==> config.mk <==
export PLATFORM = sky130hd
export DESIGN_NAME = sudoku_board_dp
export DESIGN_NICKNAME = d
export VERILOG_FILES = /design/src/rtl/sudoku_board_dp.sv
export SDC_FILE = /design/constraint.sdc
export NUM_CORES = 1
export LEC_CHECK = 0
export CORE_ASPECT_RATIO = 1.75
export CORE_MARGIN = 10
export CORE_UTILIZATION = 50
export DETAILED_ROUTE_END_ITERATION = 10
export DONT_BUFFER_PORTS = 1
export GPL_TIMING_DRIVEN = 0
export PLACE_DENSITY = 0.71
export SYNTH_ARGS = -nofsm -noshare
export SYNTH_HDL_FRONTEND = slang
export SYNTH_SLANG_ARGS = --single-unit
==> constraint.sdc <==
create_clock -name clka -period 5.6 [get_ports clka]
set_input_delay 1.12 -clock clka [delete_from_list [all_inputs] [get_ports clka]]
set_output_delay 1.12 -clock clka [all_outputs]
set_load 0.01 [all_outputs]
==> src/rtl/sudoku_board_dp.sv <==
// Sudoku board datapath: solution/player boards, LFSR difficulty masking,
// move validation and a one-cell-per-cycle correctness scan.
module sudoku_board_dp #(
    parameter int         BOX       = 2,
    parameter int         VW        = $clog2(BOX*BOX+1),
    parameter int         CW        = $clog2(BOX*BOX*BOX*BOX),
    parameter logic [7:0] LFSR_SEED = 8'hA5
) (
    input  logic            clka,
    input  logic            restart_n,
    input  logic            load_valid,
    input  logic [CW-1:0]   load_cell,
    input  logic [VW-1:0]   load_val,
    input  logic            load_done,
    input  logic [1:0]      diff,
    input  logic [7:0]      seed,
    input  logic            move_valid,
    input  logic [CW-1:0]   move_cell,
    input  logic [VW-1:0]   move_val,
    output logic            move_ack,
    output logic            move_rej,
    input  logic            check_req,
    output logic            check_busy,
    output logic            check_done,
    output logic            solved,
    output logic [CW:0]     err_count,
    input  logic            try_again,
    input  logic            new_game,
    output logic [BOX*BOX*BOX*BOX-1:0] fill_flag,
    input  logic [CW-1:0]   rd_cell,
    output logic [VW-1:0]   rd_user_val,
    output logic [VW-1:0]   rd_real_val
);
    localparam int N = BOX*BOX;
    localparam int C = N*N;
    localparam logic [CW:0]   C_W  = (CW+1)'(C);
    localparam logic [VW-1:0] N_V  = VW'(N);
    localparam logic [CW-1:0] LAST = CW'(C-1);

    typedef enum logic [2:0] {S_LOAD, S_MASK, S_PLAY, S_CHECK, S_WIN} state_t;

    state_t        state_q, state_d;
    logic [VW-1:0] real_q [C];
    logic [VW-1:0] user_q [C];
    logic [7:0]    lfsr_q;
    logic [1:0]    thr_q;
    logic [CW-1:0] idx_q;

    logic          idx_last, load_ok, move_cell_ok, move_fixed, move_ok;
    logic          hide, mism, play, win, clr_edit, move_take, wr_user;
    logic [4:0]    thresh;
    logic [7:0]    lfsr_nxt;
    logic [CW:0]   err_next;

    assign idx_last     = idx_q == LAST;
    assign load_ok      = load_valid && ({1'b0, load_cell} < C_W) &&
                          load_val != '0 && load_val <= N_V;
    assign move_cell_ok = {1'b0, move_cell} < C_W;
    assign move_fixed   = move_cell_ok ? fill_flag[move_cell] : 1'b0;
    assign move_ok      = move_cell_ok && move_val <= N_V && !move_fixed;
    assign lfsr_nxt     = {lfsr_q[6:0],
                           lfsr_q[7] ^ lfsr_q[5] ^ lfsr_q[4] ^ lfsr_q[3]};
    assign hide         = {1'b0, lfsr_q[3:0]} < thresh;
    assign mism         = user_q[idx_q] != real_q[idx_q];
    assign err_next     = err_count + {{CW{1'b0}}, mism};

    // check_req outranks try_again, which in turn drops a same-cycle move
    assign play      = state_q == S_PLAY && !new_game;
    assign win       = state_q == S_WIN && !new_game;
    assign clr_edit  = (play && !check_req && try_again) || (win && try_again);
    assign move_take = move_valid &&
                       ((play && (check_req || !try_again)) || (win && !try_again));
    assign wr_user   = move_take && play && move_ok;

    assign check_busy  = state_q == S_CHECK;
    assign rd_user_val = ({1'b0, rd_cell} < C_W) ? user_q[rd_cell] : '0;
    assign rd_real_val = ({1'b0, rd_cell} < C_W) ? real_q[rd_cell] : '0;

    always_comb begin
        thresh = 5'd0;
        unique case (thr_q)
            2'd0: thresh = 5'd0;
            2'd1: thresh = 5'd6;
            2'd2: thresh = 5'd11;
            2'd3: thresh = 5'd16;
        endcase
    end

    always_comb begin
        state_d = state_q;
        unique case (state_q)
            S_LOAD:  if (load_done) state_d = S_MASK;
            S_MASK:  if (new_game) state_d = S_LOAD;
                     else if (idx_last) state_d = S_PLAY;
            S_PLAY:  if (new_game) state_d = S_LOAD;
                     else if (check_req) state_d = S_CHECK;
            S_CHECK: if (new_game) state_d = S_LOAD;
                     else if (idx_last)
                         state_d = (err_next == '0) ? S_WIN : S_PLAY;
            S_WIN:   if (new_game) state_d = S_LOAD;
                     else if (try_again) state_d = S_PLAY;
            default: state_d = S_LOAD;
        endcase
    end

    always_ff @(posedge clka or negedge restart_n) begin
        if (!restart_n) begin
            state_q    <= S_LOAD;
            lfsr_q     <= LFSR_SEED;
            thr_q      <= 2'd0;
            idx_q      <= '0;
            move_ack   <= 1'b0;
            move_rej   <= 1'b0;
            check_done <= 1'b0;
            solved     <= 1'b0;
            err_count  <= '0;
            fill_flag  <= '0;
            for (int i = 0; i < C; i++) begin
                real_q[i] <= '0;
                user_q[i] <= '0;
            end
        end else begin
            state_q    <= state_d;
            move_ack   <= wr_user;
            move_rej   <= move_take && !wr_user;
            check_done <= 1'b0;
            unique case (state_q)
                S_LOAD: begin
                    if (load_ok) real_q[load_cell] <= load_val;
                    if (load_done) begin
                        thr_q <= diff;
                        idx_q <= '0;
                        if (seed != 8'd0) lfsr_q <= seed;
                    end
                end
                S_MASK: begin
                    user_q[idx_q]    <= hide ? '0 : real_q[idx_q];
                    fill_flag[idx_q] <= !hide;
                    lfsr_q           <= lfsr_nxt;
                    idx_q            <= idx_q + 1'b1;
                end
                S_PLAY: begin
                    if (play && check_req) begin
                        err_count <= '0;
                        idx_q     <= '0;
                    end
                end
                S_CHECK: begin
                    if (!new_game) begin
                        err_count <= err_next;
                        idx_q     <= idx_q + 1'b1;
                        if (idx_last) begin
                            check_done <= 1'b1;
                            solved     <= err_next == '0;
                        end
                    end
                end
                S_WIN: if (win && try_again) solved <= 1'b0;
                default: ;
            endcase
            if (wr_user) user_q[move_cell] <= move_val;
            if (clr_edit) begin
                for (int i = 0; i < C; i++)
                    if (!fill_flag[i]) user_q[i] <= '0;
            end
            // real board and LFSR survive a new game
            if (new_game && state_q != S_LOAD) begin
                fill_flag <= '0;
                solved    <= 1'b0;
                err_count <= '0;
                for (int i = 0; i < C; i++) user_q[i] <= '0;
            end
        end
    end
endmodule

==> flow_summary.yaml <==
cts:
  cts.repair.resized: 0
  cts_root_buf: "clkbuf_16"
  htreeDepth: 4
  cts_tree: "built"
  numClockSinks: 138
  clk_path_buf_depth: 2
  numCtsBuffers: 17
  clkTransAtPathRegs_ns: 0.06
  cts_setup_buffers: 0
  cts_hold_buf: 0
  clock_latency_ns: 0.43
place:
  globalplace.congestion: 0.981
  port-buffer-count: 0
  place_area_mm2: 0.00920
  hpwl_um: 21100
drt:
  drtIter0Drc: 938
  drt-pass1-iter-count: 6
  drc: 0
  wire_per_inst_um: 27.1
  routed_wl_um: 29500
  ant_nets: 0
  vias_per_cell: 6.95
  num_vias: 7562
global_route:
  antenna_found_initial: 0
  grt_overflow_total: 0
  grtUsageTotal_pct: 24.9
  grt_pass1_wl_um: 45100
  grt_pass1_vias: 7642
  grt_max_degree: 139
pwr:
  sw_frac_of_total_pct: 40.7
  combPwrFrac_pct: 42.2
  p_switching_mw: 1.82
  max-vdd-ir-drop_mv: 0.228
  p_clk_share_pct: 27.1
  p_int_mw: 2.66
  sequentialPowerShare_pct: 30.6
  power_density_mw_per_mm2: 456
  power.leakage_nw: 3.85
synthesis:
  ys_ff_latch: 138
  yosys_warnings: 0
  syn_avg_cell_area_um2: 10.8
  synth_area_mm2: 0.00891
  synthTopCellsByArea: "dfrtp_1 38%, mux4_2 15%, mux2_2 7.5%"
  async_flop_share_pct: 100
  synth_top_area_share_pct: 37.6
  synth-edff-count: 0
  netlist.top_cell.by_area: "dfrtp_1"
  syn_inst: 825
  yosys_most_used_dff: "dfrtp_1"
  synth_nets: 873
  synth_cell_types: 58
  ys_seq_area_share_pct: 38.8
sta:
  setup_viol: 0
  slew_headroom_pct: 30.6
  grt_setup_unrepaired: "no"
  fin_crit_sh_pct: 79.1
  whs_ns: 0.390
  maxSlewViolCount: 0
  finalHoldViolCount: 0
  tightest_slew_ns: 1.04
  fmax_ghz: 0.226
  tns_ns: 0
  skew_ns: 0.0114
  fin_crit_ns: 4.43
finish:
  final_common_cell: "dfrtp_1"
  finish.net_count: 892
  mostFrequentLayoutCells: "134 x dfrtp_1, 90 x nand2_1, 59 x mux4_2, 59 x mux2_2, 54 x o21ai_0"
  syn_to_final_growth_pct: 10.3
  seq_area_mm2: 0.00346
  multi_input_area_mm2: 0.00515
  fill_cells: 1476
  final_area_mm2: 0.00982
  diodes: 0
  drive_gt1_share_pct: 21.0
worst_setup_path:
  cp.arrival_ns: 3.31
  crit_slowest_cell: "mux4_2"
  path_max_fanout: 10
  ff2ff_path_depth: 14
  crit_top_cell: "mux4_2"
  slowest_delay_ns: 0.65
  crit_chain: "clkbuf_1 > buf_2 > mux4_2 > mux4_2"
  critPathKind: "primary input to output pin"
  crit_required_ns: 4.48
  end_kind: "output pin"
  start_kind: "primary input"
status:
  outcome: "completed"
worst_hold_path:
  hold_class: "primary input to asynchronous set/reset pin"
floorplan:
  io_pins: 68
  die_h_um: 197
  rows: 64
  core_mm2: 0.0175
  die_area_mm2: 0.0238
  start_util_pct: 50.8
  dieWidth_um: 121
job:
  max_cap_viol_count: 0
-- layer usage --
metal	track usage, %	wire, um
met2	42.3	15000
met5	0	0
met1	26.5	9900
met4	18.4	2190
met3	5.12	2420
-- registers in the layout, indices dropped and copies added, names as in the netlist --
name / count
real_q: 48
user_q: 48
fill_flag: 16
lfsr_q: 8
err_count: 5
idx_q: 4
state_q: 3
thr_q: 2
check_done: 1
move_ack: 1
move_rej: 1
solved: 1
-- cells by family after synthesis --
group,Yosys count,synth area share (%)
simple gates,289,20.0
compound gates,185,12.2
flops,138,38.8
mux,125,23.2
buf+inv,68,3.36
fa+ha+maj,12,1.69
xor+xnor,8,0.787
-- critical path, delay by kind of cell --
family,cells,cell delay [ns]
multiplexers,2,1.21
buffers and inverters,2,0.97
-- power by group through the flow --
stage / Combinational (mW) / Sequential, mW / Clock [mW]
finish: 1.89 / 1.37 / 1.22
global placement: 1.79 / 1.38 / 0
global route: 2.01 / 1.40 / 1.27
floorplan: 1.32 / 1.32 / 0
CTS: 1.83 / 1.37 / 1.22
detailed placement: 1.82 / 1.39 / 0
-- per-stage QoR --
step	setup WS, ns	util [%]	power [mW]	std cells
global route	1.12	56.0	4.68	1088
CTS	1.22	56.0	4.42	1088
global placement	1.24	52.4	3.17	1056
detailed placement	1.22	52.4	3.21	1056
finish	1.17	56.0	4.48	1088
floorplan	1.72	-	2.64	825
-- Yosys cell counts, types with 3 or more instances --
library cell / instances
ha_1: 12
nor2_1: 35
clkbuf_1: 39
nand4_4: 4
mux4_2: 59
nand3b_1: 21
nor3_1: 9
mux2i_1: 7
a21oi_1: 27
nor3b_1: 6
nand4bb_1: 4
nand4b_1: 51
a31oi_1: 47
nor2b_1: 6
nor4_1: 3
dfrtp_1: 134
nand2_1: 90
o21a_1: 18
and3_1: 8
dfstp_2: 4
o21ai_0: 54
inv_1: 9
nand2b_1: 7
a22o_1: 4
nand3_2: 4
mux2_2: 59
xor2_1: 3
and2_1: 10
nand3_1: 18
a22oi_1: 4
buf_2: 7
buf_1: 8
o21ai_1: 19
xnor2_1: 5
-- area by class of cell --
class | count | area share (%)
tap | 231 | 2.94
multi-input combinational | 619 | 52.4
clock inverter | 14 | 2.01
inverter | 10 | 0.382
sequential | 138 | 35.2
clock buffer | 18 | 4.37
buffer | 58 | 2.66
-- final timing paths --
path | startpoint | endpoint | slack [ns]
setup / recovery | rd_cell[0] | rd_user_val[2] | 1.17
hold / removal | restart_n | lfsr_q[6]$_DFFE_PN0P_ | 0.39
setup reg to reg | idx_q[1]$_DFFE_PN0P_ | state_q[2]$_DFFE_PN0P_ | 1.37
hold reg to reg | lfsr_q[2]$_DFFE_PN1P_ | lfsr_q[2]$_DFFE_PN1P_ | 0.49
max in group asynchronous | restart_n | fill_flag[6]$_DFFE_PN0P_ | 4.84
min in group clka | lfsr_q[2]$_DFFE_PN1P_ | lfsr_q[2]$_DFFE_PN1P_ | 0.49
(Power assumes the default switching activity.)
